===== config.mk =====
export PLATFORM = sky130hd
export DESIGN_NAME = tmds_channel_decoder
export DESIGN_NICKNAME = d
export VERILOG_FILES = /design/src/rtl/tmds_pkg.sv /design/src/rtl/tmds_symbol_classifier.sv /design/src/rtl/tmds_channel_decoder.sv
export SDC_FILE = /design/constraint.sdc
export NUM_CORES = 1
export LEC_CHECK = 0
export CAP_MARGIN = 20
export CORE_ASPECT_RATIO = 0.8
export CORE_MARGIN = 3
export CORE_UTILIZATION = 45
export CTS_CLUSTER_DIAMETER = 30
export DETAILED_ROUTE_END_ITERATION = 6
export GPL_TIMING_DRIVEN = 0
export PLACE_DENSITY = 0.65
export SETUP_SLACK_MARGIN = 0.5
export SYNTH_ARGS = -nofsm -noshare
export SYNTH_HDL_FRONTEND = slang
export SYNTH_HIERARCHICAL = 1
export SYNTH_SLANG_ARGS = --single-unit

===== constraint.sdc =====
create_clock -name pixelClock -period 2.2 [get_ports pixelClock]
set_clock_uncertainty 0.05 [all_clocks]
set_input_delay 0.44 -clock pixelClock [delete_from_list [all_inputs] [get_ports pixelClock]]
set_output_delay 0.44 -clock pixelClock [all_outputs]
set_load 0.05 [all_outputs]

===== src/rtl/tmds_pkg.sv =====
// -----------------------------------------------------------------------------
// tmds_pkg
// Shared TMDS definitions for the channel encoders and decoders:
//   - the four control tokens and the video guard band codes
//   - the 16-entry TERC4 symbol table (index = decoded nibble)
//   - the receive alignment state enum
//   - helpers: guard band selection per channel, TERC4 lookup, video decode
// -----------------------------------------------------------------------------
package tmds_pkg;

    localparam logic [9:0] CTRL_TOKEN_00 = 10'h354;
    localparam logic [9:0] CTRL_TOKEN_01 = 10'h0AB;
    localparam logic [9:0] CTRL_TOKEN_10 = 10'h154;
    localparam logic [9:0] CTRL_TOKEN_11 = 10'h2AB;

    localparam logic [9:0] GUARD_VIDEO_CH02 = 10'h2CC;
    localparam logic [9:0] GUARD_VIDEO_CH1  = 10'h133;

    // Entry i is the symbol that carries nibble i. Entry 8 equals the
    // channel 0/2 video guard band, so both classifications can hit at once.
    localparam logic [9:0] TERC4_TABLE [16] = '{
        10'h29C, 10'h263, 10'h2E4, 10'h2E2,
        10'h171, 10'h11E, 10'h18E, 10'h13C,
        10'h2CC, 10'h139, 10'h19C, 10'h2C6,
        10'h28E, 10'h271, 10'h163, 10'h2C3
    };

    typedef enum logic [1:0] {
        SEARCH  = 2'd0,
        HOLDOFF = 2'd1,
        LOCKED  = 2'd2
    } align_state_e;

    // Video guard band code used on a given TMDS channel.
    function automatic logic [9:0] video_guard_code(input int channel);
        return (channel == 1) ? GUARD_VIDEO_CH1 : GUARD_VIDEO_CH02;
    endfunction

    // Returns {hit, nibble}; nibble is 0 when there is no hit.
    function automatic logic [4:0] terc4_lookup(input logic [9:0] sym);
        logic [4:0] result;
        result = 5'b0_0000;
        for (int i = 0; i < 16; i++) begin
            result = (sym == TERC4_TABLE[i]) ? {1'b1, 4'(i)} : result;
        end
        return result;
    endfunction

    // TMDS video decode: undo the optional inversion (bit 9), then undo the
    // XOR (bit 8 = 1) or XNOR (bit 8 = 0) transition chain.
    function automatic logic [7:0] tmds_video_decode(input logic [9:0] sym);
        logic [7:0] q;
        logic [7:0] d;
        q    = sym[9] ? ~sym[7:0] : sym[7:0];
        d[0] = q[0];
        for (int i = 1; i < 8; i++) begin
            d[i] = sym[8] ? (q[i] ^ q[i-1]) : ~(q[i] ^ q[i-1]);
        end
        return d;
    endfunction

endpackage


===== src/rtl/tmds_symbol_classifier.sv =====
// -----------------------------------------------------------------------------
// tmds_symbol_classifier
// Purely combinational classification and decode of one 10-bit TMDS symbol.
// Ports:
//   symbol       in   10  TMDS symbol (bit 0 first on the wire)
//   isControl    out   1  symbol is one of the four control tokens
//   controlBits  out   2  {C1,C0} of the token (00 when not a token)
//   isGuardBand  out   1  symbol is the video guard band code for CHANNEL
//   isTerc4      out   1  symbol is in the TERC4 table
//   terc4Data    out   4  TERC4 nibble (0 when not a TERC4 symbol)
//   videoData    out   8  TMDS video decode of the symbol
// -----------------------------------------------------------------------------
module tmds_symbol_classifier
    import tmds_pkg::*;
#(
    parameter int CHANNEL = 0
) (
    input  logic [9:0] symbol,
    output logic       isControl,
    output logic [1:0] controlBits,
    output logic       isGuardBand,
    output logic       isTerc4,
    output logic [3:0] terc4Data,
    output logic [7:0] videoData
);

    logic [4:0] terc4_hit_s;

    // Control token match and {C1,C0} recovery.
    always_comb begin
        isControl   = 1'b1;
        controlBits = 2'b00;
        case (symbol)
            CTRL_TOKEN_00: controlBits = 2'b00;
            CTRL_TOKEN_01: controlBits = 2'b01;
            CTRL_TOKEN_10: controlBits = 2'b10;
            CTRL_TOKEN_11: controlBits = 2'b11;
            default: begin
                isControl   = 1'b0;
                controlBits = 2'b00;
            end
        endcase
    end

    // TERC4 lookup, guard band match and video byte decode.
    always_comb begin
        terc4_hit_s = terc4_lookup(symbol);
        isTerc4     = terc4_hit_s[4];
        terc4Data   = terc4_hit_s[3:0];
        isGuardBand = (symbol == video_guard_code(CHANNEL));
        videoData   = tmds_video_decode(symbol);
    end

endmodule


===== src/rtl/tmds_channel_decoder.sv =====
// -----------------------------------------------------------------------------
// tmds_channel_decoder
// One TMDS receive channel: word alignment by bitslip requests, then decode of
// control tokens, guard bands, TERC4 and video data with 2 cycles of latency
// (stage 1 registers the symbol and classifies it, stage 2 registers decode).
// Ports:
//   pixelClock   in    1  symbol clock, all logic on the rising edge
//   reset        in    1  synchronous, active-high
//   symbol       in   10  deserialized TMDS symbol
//   bitslip      out   1  one-cycle request to shift deserializer alignment
//   locked       out   1  word alignment acquired
//   dataEnable   out   1  decoded symbol is active video (0 while unlocked)
//   control      out   2  {C1,C0} of the most recent control token
//   videoData    out   8  TMDS-decoded byte
//   isTerc4      out   1  symbol matches a TERC4 code
//   terc4Data    out   4  TERC4 nibble
//   isGuardBand  out   1  symbol is the video guard band for CHANNEL
// -----------------------------------------------------------------------------
module tmds_channel_decoder
    import tmds_pkg::*;
#(
    parameter int CHANNEL          = 0,
    parameter int DVI_MODE         = 0,
    parameter int CONTROL_RUN_LOCK = 64,
    parameter int SEARCH_TIMEOUT   = 4096,
    parameter int SLIP_HOLDOFF     = 16,
    parameter int LOCK_WATCHDOG    = 4096
) (
    input  logic       pixelClock,
    input  logic       reset,
    input  logic [9:0] symbol,
    output logic       bitslip,
    output logic       locked,
    output logic       dataEnable,
    output logic [1:0] control,
    output logic [7:0] videoData,
    output logic       isTerc4,
    output logic [3:0] terc4Data,
    output logic       isGuardBand
);

    localparam int RUN_W  = $clog2(CONTROL_RUN_LOCK + 1);
    localparam int TMO_W  = $clog2(SEARCH_TIMEOUT + 1);
    localparam int HOLD_W = $clog2(SLIP_HOLDOFF + 1);
    localparam int WD_W   = $clog2(LOCK_WATCHDOG + 1);

    // A counter "reaches" its limit on the edge where it would step onto it.
    localparam logic [RUN_W-1:0]  RUN_LAST  = RUN_W'(CONTROL_RUN_LOCK - 1);
    localparam logic [TMO_W-1:0]  TMO_LAST  = TMO_W'(SEARCH_TIMEOUT - 1);
    localparam logic [HOLD_W-1:0] HOLD_LAST = HOLD_W'(SLIP_HOLDOFF - 1);
    localparam logic [WD_W-1:0]   WD_LAST   = WD_W'(LOCK_WATCHDOG - 1);

    // Stage 1
    logic [9:0]   s1_symbol_r;
    logic         s1_is_control_s;
    logic [1:0]   s1_control_s;
    logic         s1_is_guard_s;
    logic         s1_is_terc4_s;
    logic [3:0]   s1_terc4_s;
    logic [7:0]   s1_video_s;

    // Alignment FSM
    align_state_e state_r;
    logic [RUN_W-1:0]  run_count_r;
    logic [TMO_W-1:0]  timeout_count_r;
    logic [HOLD_W-1:0] hold_count_r;
    logic [WD_W-1:0]   watchdog_r;
    logic         bitslip_r;
    logic         locked_r;
    logic         lock_hit_s;
    logic         timeout_hit_s;
    logic         hold_done_s;
    logic         watchdog_hit_s;
    logic         locked_next_s;

    // Video period tracking
    logic         guard_seen_r;
    logic         video_armed_r;
    logic         island_r;
    logic         de_s;

    // Stage 2 outputs
    logic         data_enable_r;
    logic [1:0]   control_r;
    logic [7:0]   video_data_r;
    logic         is_terc4_r;
    logic [3:0]   terc4_data_r;
    logic         is_guard_r;

    // Stage 1 symbol register.
    always_ff @(posedge pixelClock) begin
        if (reset) begin
            s1_symbol_r <= 10'h000;
        end else begin
            s1_symbol_r <= symbol;
        end
    end

    tmds_symbol_classifier #(
        .CHANNEL (CHANNEL)
    ) u_classifier (
        .symbol      (s1_symbol_r),
        .isControl   (s1_is_control_s),
        .controlBits (s1_control_s),
        .isGuardBand (s1_is_guard_s),
        .isTerc4     (s1_is_terc4_s),
        .terc4Data   (s1_terc4_s),
        .videoData   (s1_video_s)
    );

    // Limit detection for the FSM counters, and the lock state after this edge.
    // Lock is tested before the timeout so it wins when both hit together.
    always_comb begin
        lock_hit_s     = s1_is_control_s && (run_count_r >= RUN_LAST);
        timeout_hit_s  = (timeout_count_r >= TMO_LAST);
        hold_done_s    = (hold_count_r >= HOLD_LAST);
        watchdog_hit_s = !s1_is_control_s && (watchdog_r >= WD_LAST);
        case (state_r)
            SEARCH:  locked_next_s = lock_hit_s;
            HOLDOFF: locked_next_s = 1'b0;
            LOCKED:  locked_next_s = !watchdog_hit_s;
            default: locked_next_s = 1'b0;
        endcase
    end

    // Alignment FSM: run/timeout/holdoff/watchdog counters, bitslip and lock.
    always_ff @(posedge pixelClock) begin
        if (reset) begin
            state_r         <= SEARCH;
            run_count_r     <= '0;
            timeout_count_r <= '0;
            hold_count_r    <= '0;
            watchdog_r      <= '0;
            bitslip_r       <= 1'b0;
            locked_r        <= 1'b0;
        end else begin
            bitslip_r <= 1'b0;
            case (state_r)
                SEARCH: begin
                    hold_count_r <= '0;
                    watchdog_r   <= '0;
                    if (lock_hit_s) begin
                        state_r         <= LOCKED;
                        locked_r        <= 1'b1;
                        run_count_r     <= '0;
                        timeout_count_r <= '0;
                    end else if (timeout_hit_s) begin
                        state_r         <= HOLDOFF;
                        bitslip_r       <= 1'b1;
                        run_count_r     <= '0;
                        timeout_count_r <= '0;
                    end else begin
                        run_count_r     <= !s1_is_control_s ? '0 :
                                           (run_count_r < RUN_LAST) ? run_count_r + RUN_W'(1) : run_count_r;
                        timeout_count_r <= (timeout_count_r < TMO_LAST) ?
                                           timeout_count_r + TMO_W'(1) : timeout_count_r;
                    end
                end
                HOLDOFF: begin
                    run_count_r     <= '0;
                    timeout_count_r <= '0;
                    watchdog_r      <= '0;
                    if (hold_done_s) begin
                        state_r      <= SEARCH;
                        hold_count_r <= '0;
                    end else begin
                        hold_count_r <= hold_count_r + HOLD_W'(1);
                    end
                end
                LOCKED: begin
                    run_count_r     <= '0;
                    timeout_count_r <= '0;
                    hold_count_r    <= '0;
                    if (s1_is_control_s) begin
                        watchdog_r <= '0;
                    end else if (watchdog_hit_s) begin
                        state_r    <= SEARCH;
                        locked_r   <= 1'b0;
                        watchdog_r <= '0;
                    end else begin
                        watchdog_r <= watchdog_r + WD_W'(1);
                    end
                end
                default: begin
                    state_r         <= SEARCH;
                    run_count_r     <= '0;
                    timeout_count_r <= '0;
                    hold_count_r    <= '0;
                    watchdog_r      <= '0;
                    locked_r        <= 1'b0;
                end
            endcase
        end
    end

    // Video period tracking: after a control token, two guard bands arm the
    // period; any other non-control symbol first marks a data island instead.
    always_ff @(posedge pixelClock) begin
        if (reset || s1_is_control_s) begin
            guard_seen_r  <= 1'b0;
            video_armed_r <= 1'b0;
            island_r      <= 1'b0;
        end else if (!video_armed_r && !island_r) begin
            if (s1_is_guard_s) begin
                guard_seen_r  <= 1'b1;
                video_armed_r <= guard_seen_r;
            end else begin
                island_r <= 1'b1;
            end
        end
    end

    // Active-video qualifier for the symbol in stage 1.
    always_comb begin
        if (DVI_MODE != 0) begin
            de_s = !s1_is_control_s;
        end else begin
            de_s = !s1_is_control_s && video_armed_r;
        end
    end

    // Stage 2 output registers.
    always_ff @(posedge pixelClock) begin
        if (reset) begin
            data_enable_r <= 1'b0;
            control_r     <= 2'b00;
            video_data_r  <= 8'h00;
            is_terc4_r    <= 1'b0;
            terc4_data_r  <= 4'h0;
            is_guard_r    <= 1'b0;
        end else begin
            data_enable_r <= de_s && locked_next_s;
            control_r     <= s1_is_control_s ? s1_control_s : control_r;
            video_data_r  <= s1_video_s;
            is_terc4_r    <= s1_is_terc4_s;
            terc4_data_r  <= s1_terc4_s;
            is_guard_r    <= s1_is_guard_s;
        end
    end

    assign bitslip     = bitslip_r;
    assign locked      = locked_r;
    assign dataEnable  = data_enable_r;
    assign control     = control_r;
    assign videoData   = video_data_r;
    assign isTerc4     = is_terc4_r;
    assign terc4Data   = terc4_data_r;
    assign isGuardBand = is_guard_r;

endmodule


==> impl_metrics.tcl, run 1 <==
set metrics [dict create \
    syn_to_final_growth_pct 42.8 \
    clock_sinks 72 \
    synth-simple-area-share_pct 29.2 \
    holdCritPathClass "reg2reg" \
    vias 2891 \
    grt_pass1_wl_um 13200 \
    ctsRootBufferMaster "clkbuf_8" \
    routed_via_density 5.44 \
    synth_top_family_by_area "simple AND/OR/NAND/NOR gates" \
    core.rowCount 27 \
    yosys.area_share.adder_pct 1.88 \
    grt_max_degree 13 \
    hold_viol_final 0 \
    worstPathCellList "buf_6, nand3b_4, nor3_4, nand2_2, nand2_2, buf_6, a31oi_4, o211ai_4, buf_6, o21ba_4" \
    leakage_nw 1.80 \
    layout_commonest_cell "dfxtp_1" \
    swShare_pct 24.5 \
    share_seq_of_total_power_pct 46.9 \
    synthArstFlopShare_pct 0 \
    grt_use_total_pct 19.3 \
    h-tree-depth 3 \
    drc 0 \
    final_cell_mix "57 x dfxtp_1, 29 x buf_4, 28 x nor2b_1" \
    internal-power_w 0.00220 \
    cap_violations 0 \
    fmax_mhz 543 \
    cts_buffer_depth 2 \
    path_class "reg2reg" \
    place_ws_ns -0.0274 \
    crit_path_start_kind "register" \
    die_width_um 102 \
    core_area_sq_um 7030 \
    syn-cell-area_sq_um 3330 \
    ys_ff_latch 72 \
    grt_overflow 0 \
    post-route-period-util_pct 83.7 \
    synthCells 356 \
    required_ns 2.38 \
    critPathBufInv 3 \
    ant_nets 0 \
    worst_pin_slew_ns 0.602 \
    drive_gt1_share_pct 36.7 \
    synthMuxAreaShare_pct 1.20 \
    seq_area_frac_synth_pct 43.3 \
    powerDensity_nw_per_um2 613 \
    insertion_delay_ns 0.34 \
    ys_types 68 \
    dr.pass1.iters 5 \
    endpoint_kind "register" \
    slew_headroom_pct 59.9 \
    cts_tree "built" \
    chipHeight_um 82.9 \
    setup_viol 0 \
    power_switching_w 0.000715 \
    nets 456 \
    initial_core_util_pct 47.4 \
    ys.flop_type "dfxtp_1" \
    antenna_found_initial 0 \
    outcome "complete, no violations" \
    setup_tns_ns 0 \
    synth_compound_area_share_pct 12.1 \
    clock_power_share_pct 41.0 \
    port_buffers 30 \
    drt_iter0_drc 157 \
    wl_um 8270 \
    drv_slew 0 \
    ios 31 \
    die_area_sq_um 8470 \
    comb_power_share_pct 12.1 \
    place_congestion 0.983 \
    cpPeakStageDelay_ns 0.32 \
    min_period_ns 1.84 \
    synth_xor_area_share_pct 7.37 \
    rsz0062_at_grt "yes" \
    wire_per_inst_um 15.6 \
    holdWs_ns 0.396 \
    syn_area_per_cell_sq_um 9.35 \
    antenna_cells 0 \
    critPathMaxFanout 4 \
    synth-edff-count 0 \
    yosys_warnings 6 \
    grt_pass1_vias 2762 \
    vdd_drop_max_mv 0.385 \
    arrival_ns 2.03 \
    cp_slowest_cell "dfxtp_2" \
    path_delay_family "simple AND/OR/NAND/NOR gates" \
    cp_common_cell "buf_6" \
    finalPower_w 0.00291 \
    hpwl_um 4730 \
    clk_pin_slew_ns 0.07 \
    fin_ws_ns 0.358 \
    numCtsBuffers 9 \
]
worst register-to-register path: cells and delay by family, from the launching register on:
family | cells | cell delay [ns]
simple gates | 4 | 0.61
compound gates | 3 | 0.39
buf+inv | 3 | 0.37
flops | 1 | 0.32
through the flow:
step,std cells,utilization [%],area [sq um]
final,531,67.7,4750
after global routing,531,67.7,4750
after CTS,522,63.6,4470
after detailed placement,475,53.4,3750
after global placement,475,53.4,3750
after floorplan,358,-,3350
cell families after synthesis:
family | Yosys count
AOI/OAI and AO/OA | 53
xor gates and xnor gates | 28
adders and majority gates | 5
buffers and inverters | 28
DFF | 72
muxes | 4
other | 1
and+or+nand+nor | 165
path summary, 6_finish.rpt:
check                                     from                 end  slack (ns)  cells past startpoint
worst max-delay path            s1_symbol_r[2]  timeout_count_r[1]        0.36                     10
worst min-delay path             watchdog_r[0]       watchdog_r[0]        0.40                      1
worst max register to register  s1_symbol_r[2]  timeout_count_r[1]        0.36                     10
worst min register to register   watchdog_r[0]       watchdog_r[0]        0.40                      1
flip-flops by register name (all words and copies together), names as in the netlist:
register and count:
dataEnable 1, watchdog_r 13, run_count_r 7, timeout_count_r 13, island_r 1, isGuardBand 1, terc4Data 4, video_armed_r 1
guard_seen_r 1, bitslip 1, control 2, isTerc4 1, s1_symbol_r 10, hold_count_r 5, state_r 2, locked 1
videoData 8
area by class of cell:
| cell class | count | area, sq um |
|---|---|---|
| repair buffers | 70 | 643 |
| multi-input cells | 258 | 2110 |
| inverters | 13 | 48.8 |
| plain buffers | 15 | 144 |
| clock buffers | 11 | 151 |
| flip-flops and latches | 72 | 1470 |
| clock inverters | 5 | 78.8 |
| well taps | 87 | 109 |
| fillers | 552 | 2270 |
cells in the mapped netlist (2+ instances only):
cell type | count | area [sq um]
a41oi_1 | 2 | 17.5
nand4_1 | 5 | 31.3
and3b_1 | 3 | 26.3
buf_4 | 2 | 15.0
xor2_1 | 12 | 105
o31ai_1 | 2 | 15.0
nand3b_1 | 2 | 15.0
buf_6 | 6 | 67.6
o21ai_0 | 6 | 30.0
ha_1 | 5 | 62.6
o2111ai_2 | 2 | 30.0
nand2_1 | 20 | 75.1
nor3b_1 | 5 | 37.5
a21oi_1 | 12 | 60.1
xnor2_1 | 16 | 140
nor2b_1 | 29 | 181
clkbuf_1 | 3 | 11.3
a31oi_1 | 7 | 43.8
or3_1 | 3 | 18.8
nand3_1 | 13 | 65.1
and3_2 | 2 | 15.0
nand2b_1 | 7 | 43.8
a211oi_1 | 3 | 22.5
buf_2 | 3 | 15.0
nor4_1 | 5 | 31.3
and3_1 | 4 | 25.0
nor3_1 | 12 | 60.1
o32a_1 | 2 | 20.0
inv_1 | 13 | 48.8
nor2_1 | 36 | 135
or4_1 | 2 | 15.0
mux2i_1 | 4 | 40.0
a41o_1 | 2 | 20.0
dfxtp_1 | 72 | 1440
power groups by stage:
stage | combinational (W) | sequential, W | clock (W)
floorplan | 0.000141 | 0.00145 | 0
global placement | 0.000280 | 0.00139 | 0
detailed placement | 0.000280 | 0.00139 | 0
CTS | 0.000326 | 0.00136 | 0.00123
global route | 0.000373 | 0.00137 | 0.00129
finish | 0.000352 | 0.00137 | 0.00120
what timing repair did:
item | CTS | global route
gates resized for setup | 92 | 57
gates cloned | 2 | 1
endpoints found under the setup margin | 66 | 58
hold buffers | 0 | 0
pin swaps | 31 | 22
setup buffers | 29 | 8
routing by layer:
layer	routed length (um)	up-vias	GRT usage, %
li1	-	1427	-
met5	0	-	0
met4	113	0	5.60
met1	3920	1378	28.0
met3	423	15	4.62
met2	3810	71	28.4
(Power assumes the default switching activity.)
==> inputs of run 2 (changes only) <==
--- a/config.mk
+++ b/config.mk
@@ -12,7 +12,7 @@
 export CTS_CLUSTER_DIAMETER = 30
 export DETAILED_ROUTE_END_ITERATION = 6
 export GPL_TIMING_DRIVEN = 0
-export PLACE_DENSITY = 0.65
+export PLACE_DENSITY = 0.68
 export SETUP_SLACK_MARGIN = 0.5
 export SYNTH_ARGS = -nofsm -noshare
 export SYNTH_HDL_FRONTEND = slang
==> constraint.sdc (replaced) <==
create_clock -name pixelClock -period 1.59 [get_ports pixelClock]
set_clock_uncertainty 0.05 [all_clocks]
set_input_delay 0.318 -clock pixelClock [delete_from_list [all_inputs] [get_ports pixelClock]]
set_output_delay 0.318 -clock pixelClock [all_outputs]
set_load 0.05 [all_outputs]
==> run 2 against run 1 <==
  * Die area stayed put
  * Fmax is 3.0% lower
  * First-iteration DRC count is 33% lower
  * Critical path depth is 3 lower
  * Worst setup slack worse by 0.67 ns
  * Final area is 3.2% higher
  * The flow now finishes with violations (negative setup slack)
  * Via count is 0.62% lower
  * Clock power is 13% higher
  * Total power is 31% higher
  * Global-route usage is 0.58 points lower
  * Non-clock buffer count is 3 lower
  * Combinational power is 57% higher
==> impl_metrics.tcl, run 2 (same netlist as run 1, synthesis figures left out) <==
set metrics [dict create \
    drv_slew 0 \
    leakage_nw 1.80 \
    clk_pin_slew_ns 0.07 \
    cts_buffer_depth 2 \
    insertion_delay_ns 0.35 \
    post-route-period-util_pct 119 \
    grt_pass1_wl_um 12500 \
    numCtsBuffers 9 \
    final_cells 526 \
    h-tree-depth 3 \
    failed_checks "negative setup slack" \
    wl_um 8160 \
    largest_registers "timeout_count_r x13, watchdog_r x13, s1_symbol_r x10" \
    cp_slowest_cell "dfxtp_2" \
    critPathMaxFanout 6 \
    drc 0 \
    ant_nets 0 \
    drive_gt1_share_pct 44.9 \
    grt_max_degree 12 \
    cts_tree "built" \
    wire_per_inst_um 15.5 \
    fin_ws_ns -0.309 \
    clock_sinks 72 \
    startpoint "s1_symbol_r[8]" \
    slew_headroom_pct 56.2 \
    dp.cells 475 \
    die_width_um 102 \
    nets 453 \
    routed_via_density 5.46 \
    rsz0062_at_grt "yes" \
    cpPeakStageDelay_ns 0.38 \
    syn_to_final_growth_pct 47.4 \
    cap_violations 0 \
    grt_overflow 0 \
    setup_viol 43 \
    antenna_cells 0 \
    hpwl_um 4790 \
    outcome "complete, but fails checks" \
    die_area_sq_um 8470 \
    fmax_mhz 527 \
    core_area_sq_um 7030 \
    core.rowCount 27 \
    worstPathCellList "buf_6, nor2b_2, and3b_1, o2111ai_2, nand3_2, a2111o_1, nor2b_1" \
    holdWs_ns 0.429 \
    layout_commonest_cell "dfxtp_2" \
    endpoint_kind "register" \
    finalPower_w 0.00381 \
    path_class "reg2reg" \
    ctsRootBufferMaster "clkbuf_8" \
    final_core_util_pct 69.9 \
    rr_startpoint "s1_symbol_r[8]" \
    initial_core_util_pct 47.4 \
    min_period_ns 1.90 \
    grt_use_total_pct 18.7 \
    place_congestion 0.938 \
    num-fill-cells 533 \
    vdd_drop_max_mv 0.496 \
    dr.pass1.iters 4 \
    min_from "timeout_count_r[0]" \
    drt_iter0_drc 105 \
    grt_pass1_vias 2665 \
    chipHeight_um 82.9 \
    crit_path_start_kind "register" \
    vias 2873 \
    holdCritPathClass "reg2reg" \
    final_cell_mix "37 x dfxtp_2, 35 x nor2_1, 32 x dfxtp_1" \
    hold_viol_final 0 \
    required_ns 1.77 \
    powerDensity_nw_per_um2 777 \
    ios 31 \
    worst_pin_slew_ns 0.651 \
    port_buffers 30 \
    place_ws_ns -0.494 \
    arrival_ns 2.08 \
    antenna_found_initial 0 \
]
==> run 2: changes by cell type in the layout (fill, tap and decap cells not counted), moves of 7 or more <==
cell             change
nor2_2               -8
dlygate4sd2_1        -7
buf_8               +20
nor2_1              +12
dfxtp_2             +24
clkdlybuf4s15_1      -9
dfxtp_1             -25
==> run 2: path summary, 6_finish.rpt <==
kind	slack (ns)	to	cells past startpoint
worst max register to register	-0.31	isTerc4	7
worst min-delay path	0.43	timeout_count_r[0]	1
worst min register to register	0.43	timeout_count_r[0]	1
worst max-delay path	-0.31	isTerc4	7
==> run 2: critical path: cells and delay by family (launching register included) <==
family	cells	cell delay, ns
DFF	1	0.38
buffers and inverters	1	0.14
and+or+nand+nor	4	0.57
AOI/OAI and AO/OA	2	0.64
==> run 2: metal layers <==
layer / vias to the layer above / global-route usage, % / wire [um] / share of wire [%]
met5: - / 0 / 0 / 0
met4: 0 / 7.15 / 168 / 2.1
met3: 17 / 5.71 / 338 / 4.1
met2: 70 / 27.6 / 3770 / 46
met1: 1371 / 25.6 / 3880 / 48
li1: 1415 / - / - / -
==> run 2: through the flow <==
step	cell area [sq um]	TNS, ns
floorplan	3470	-0.143
global placement	3870	-14.44
detailed placement	3870	-15.60
CTS	4560	-2.75
global route	4910	-7.76
finish	4910	-4.47
==> run 2: layout make-up <==
cell class	count	area (sq um)	area share, %
multi-input combinational	258	2190	44.6
sequential	72	1500	30.5
timing repair buffer	67	738	15.0
buffer	15	150	3.06
clock buffer	10	128	2.60
tap	87	109	2.22
inverter	13	48.8	0.994
clock inverter	4	47.5	0.969
==> run 2: power by group <==
group	total (W)	switching (W)	internal, W
registers	0.00191	0.0000509	0.00186
logic	0.000551	0.000275	0.000277
clock network	0.00135	0.000651	0.000702
==> run 2: timing repair <==
| action | CTS | global route |
|---|---|---|
| endpoints found under the hold margin | 0 | 0 |
| pin swaps | 21 | 18 |
| setup buffers | 24 | 12 |
| hold buffers | 0 | 0 |
| endpoints found under the setup margin | 88 | 80 |
| gates cloned | 0 | 1 |
| gates resized for setup | 215 | 56 |
